## src/rtl/serial_addsub.sv

```systemverilog
// serial_addsub: bit-serial add/subtract, one bit per clock LSB first, registered results.
module serial_addsub #(
  parameter int WIDTH = 8
) (
  input  logic             clk,
  input  logic             rst_n,
  input  logic             start,
  input  logic             sub,
  input  logic [WIDTH-1:0] x,
  input  logic [WIDTH-1:0] y,
  output logic             busy,
  output logic             done,
  output logic [WIDTH-1:0] ans,
  output logic             cout,
  output logic             ovf
);
  typedef enum logic [1:0] {IDLE, RUN, DONE} state_t;
  localparam int CW = $clog2(WIDTH);
  localparam logic [CW-1:0] LAST = CW'(WIDTH - 1);
  state_t           state_q;
  logic [WIDTH-1:0] a_q, b_q, sr_q, ans_q;
  logic [CW-1:0]    cnt_q;
  logic             carry_q, busy_q, done_q, cout_q, ovf_q;
  logic             s_d, c_d;
  assign s_d = a_q[0] ^ b_q[0] ^ carry_q;
  assign c_d = (a_q[0] & b_q[0]) | (a_q[0] & carry_q) | (b_q[0] & carry_q);
  // Operands shift right so the current bit is always at position 0.
  always_ff @(posedge clk or negedge rst_n) begin
    if (!rst_n) begin
      state_q <= IDLE;
      a_q     <= '0;
      b_q     <= '0;
      sr_q    <= '0;
      ans_q   <= '0;
      cnt_q   <= '0;
      carry_q <= 1'b0;
      busy_q  <= 1'b0;
      done_q  <= 1'b0;
      cout_q  <= 1'b0;
      ovf_q   <= 1'b0;
    end else begin
      done_q <= 1'b0;
      case (state_q)
        RUN: begin
          a_q     <= a_q >> 1;
          b_q     <= b_q >> 1;
          sr_q    <= {s_d, sr_q[WIDTH-1:1]};
          carry_q <= c_d;
          cnt_q   <= cnt_q + 1'b1;
          if (cnt_q == LAST) begin
            ans_q   <= {s_d, sr_q[WIDTH-1:1]};
            cout_q  <= c_d;
            ovf_q   <= carry_q ^ c_d;
            busy_q  <= 1'b0;
            done_q  <= 1'b1;
            state_q <= DONE;
          end
        end
        default: begin
          if (start) begin
            a_q     <= x;
            b_q     <= sub ? ~y : y;
            carry_q <= sub;
            cnt_q   <= '0;
            busy_q  <= 1'b1;
            state_q <= RUN;
          end else begin
            state_q <= IDLE;
          end
        end
      endcase
    end
  end
  assign busy = busy_q;
  assign done = done_q;
  assign ans  = ans_q;
  assign cout = cout_q;
  assign ovf  = ovf_q;
endmodule

```

## config.mk

```make
export PLATFORM = sky130hd
export DESIGN_NAME = serial_addsub
export DESIGN_NICKNAME = d
export VERILOG_FILES = /design/src/rtl/serial_addsub.sv
export SDC_FILE = /design/constraint.sdc
export NUM_CORES = 1
export LEC_CHECK = 0
export BUFFER_PORTS_ARGS = -buffer_cell sky130_fd_sc_hd__buf_2
export CAP_MARGIN = 20
export CORE_MARGIN = 5
export CORE_UTILIZATION = 59
export DETAILED_ROUTE_END_ITERATION = 16
export PLACE_DENSITY_LB_ADDON = 0.3
export SLEW_MARGIN = 5
export SYNTH_ARGS = -nofsm -noshare
export SYNTH_HDL_FRONTEND = slang
export SYNTH_SLANG_ARGS = --single-unit
```

## constraint.sdc

```tcl
create_clock -name clk -period 2.75 [get_ports clk]
set_input_delay 0.55 -clock clk [delete_from_list [all_inputs] [get_ports clk]]
set_output_delay 0.55 -clock clk [all_outputs]
set_load 0.02 [all_outputs]
```

==> impl_metrics.tcl <==
set metrics [dict create \
    run_status "complete, no violations" \
    pwr-share-clk 0.166 \
    synthFlopType "dfrtp_1" \
    p_per_area_nw_per_um2 1080 \
    grt_overflow_total 0 \
    start_util 0.611 \
    antenna_left 0 \
    drt_first_pass_iters 4 \
    start_kind "flip-flop" \
    synthCells 160 \
    core_um2 3050 \
    required_ns 3.02 \
    grt_use_total 0.163 \
    synth-edff-count 0 \
    num_antenna_cells 0 \
    grt_pass1_wl_mm 5.27 \
    final.period_utilization 0.591 \
    hold_path_class "input port to asynchronous set/reset pin" \
    post_drt_wl_per_cell_um 13.0 \
    skew_ns 0.0129 \
    drtIter0Drc 50 \
    numClockSinks 41 \
    clock_path_buffers 2 \
    setup_viol 0 \
    synth_area_um2 1860 \
    worstMarginPinSlew_ns 0.868 \
    leakage_uw 0.00110 \
    globalplace.congestion 0.784 \
    setup-tns-final_ns 0 \
    grt_pass1_vias 1165 \
    hpwlAfterDp_mm 2.22 \
    via_per_inst 5.03 \
    peakVddDrop_mv 0.532 \
    die_w_um 66.2 \
    io_pins 32 \
    min_period_ns 1.62 \
    fin_util 0.675 \
    die_h_um 66.2 \
    syn_nets 183 \
    layout-drive-gt1-share 0.270 \
    cts_buffers 5 \
    criticalPathCategory "flip-flop to flip-flop" \
    layout_commonest_cell "dfrtp_1" \
    drc 0 \
    antenna_found_initial 0 \
    fp.dieArea_um2 4380 \
    cts_max_level 2 \
    r2r_slack_ns 1.13 \
    slew_viol_final 0 \
    maxCapViolCount 0 \
    mostFrequentLayoutCells "dfrtp_1 (41), nand2_1 (39), buf_2 (31)" \
    slew-limit-headroom 0.421 \
    io_buffer_count 31 \
    cts_resized 0 \
    ys_types 21 \
    numPlacedInstances 226 \
    synth_top_area_cell "dfrtp_1" \
    power.combinational.fraction 0.376 \
    synthArstFlopShare 1.00 \
    wl_mm 3.03 \
    hold_viol 0 \
    synth_top_area_share 0.550 \
    rsz0062_at_grt "false" \
    synth_area_leaders "dfrtp_1 (55%), mux2i_1 (8.6%), nand2_1 (7.9%), mux2_4 (5.6%), o21ai_0 (3.8%)" \
    internal-power_uw 1410 \
    cts_tree "built" \
    hold_buffers 0 \
    path_max_fanout 25 \
    fin_cells 233 \
    ys_seq_elements 41 \
    ys_warn_count 0 \
    clk-insertion-delay-late_ns 0.35 \
    seqPwrFrac 0.458 \
    grt_max_degree 42 \
    power.switching_uw 817 \
    end_kind "flip-flop" \
    syn_to_final_growth_pct 10.6 \
    n_fill_cell 253 \
    yosysSeqAreaShare 0.550 \
    postSynthAreaPerCell_um2 11.7 \
    switching_share 0.367 \
    post-cts-setup-buffers 0 \
    clockRootBuffer "clkbuf_4" \
    rows 20 \
    cts.reportedPaths.clkPinSlew_ns 0.12 \
    worstPathArrival_ns 1.89 \
    nets 212 \
    via_count 1171 \
    max_clock_freq_mhz 616 \
]
==> power groups by stage <==
| stage | clock [uW] | sequential [uW] | combinational, uW |
|---|---|---|---|
| after global placement | 0 | 1020 | 814 |
| after global routing | 411 | 1050 | 947 |
| final | 370 | 1020 | 836 |
| after detailed placement | 0 | 1030 | 850 |
| after floorplan | 0 | 1090 | 651 |
| after CTS | 377 | 1020 | 853 |
==> synthesized netlist by cell type, drive strengths merged (3+ instances only) <==
cell type and number:
nand2b 3, dfrtp 41, xor2 7, o21ai 19, mux2 10, nor2 4, mux2i 16, buf 10
nand2 39
==> per-layer routing <==
layer	track usage	vias up	share of wire
li1	-	580	-
met1	0.207	559	0.47
met2	0.250	28	0.46
met3	0.0442	4	0.056
met4	0.0914	0	0.011
met5	0	-	0
==> kinds of logic (layout without fill, tap and decap cells) <==
group | after synthesis | in the layout | share of synthesized area
compound gates | 21 | 21 | 0.0564
xor+xnor | 9 | 9 | 0.0423
fa+ha+maj | 3 | 3 | 0.0242
buf+inv | 12 | 41 | 0.0537
flops | 41 | 41 | 0.550
mux | 26 | 26 | 0.160
simple gates | 48 | 48 | 0.113
==> state kept, by name, summed over array words and instances, names as in the netlist <==
| register | cells |
|---|---|
| ans | 8 |
| cnt_q | 3 |
| sr_q | 7 |
| cout | 1 |
| busy | 1 |
| ovf | 1 |
| carry_q | 1 |
| b_q | 8 |
| state_q | 2 |
| done | 1 |
| a_q | 8 |
==> metrics by stage <==
| stage | instance area (um^2) | hold WS, ns | setup WS, ns | power, uW |
|---|---|---|---|---|
| 2_1_floorplan | 1860 | 0.254 | 1.32 | 1740 |
| 3_3_place_gp | 1990 | 0.461 | 1.19 | 1830 |
| 3_5_place_dp | 1990 | 0.463 | 1.13 | 1890 |
| 4_1_cts | 2060 | 0.321 | 1.11 | 2250 |
| 5_1_grt | 2060 | 0.361 | 0.944 | 2410 |
| 6_report | 2060 | 0.301 | 1.13 | 2220 |
==> critical path: stages, from the launching register on <==
cell and delay [ns]:
dfrtp_1 0.41, and2b_1 0.63, buf_4 0.35, nand2_1 0.07, o21ai_1 0.09
==> area by class of cell <==
type,instances,area [um^2],share of cell area
Inverter,2,7.51,0.00364
Tap cell,44,55.1,0.0267
Timing Repair Buffer,32,163,0.0789
Clock buffer,5,37.5,0.0182
Sequential cell,41,1030,0.498
Clock inverter,2,35.0,0.0170
Multi-Input combinational cell,107,738,0.358
==> path summary, 6_finish.rpt <==
check,from,to,cells after the start
min reg2reg,sr_q[1],sr_q[1],2
min in group clk,x[7],a_q[7],3
max,state_q[1],a_q[4],4
min,rst_n,cnt_q[2],1
max in group asynchronous,rst_n,b_q[5],1
max reg2reg,state_q[1],a_q[4],4
No activity file was read; power rests on OpenSTA's default activity.
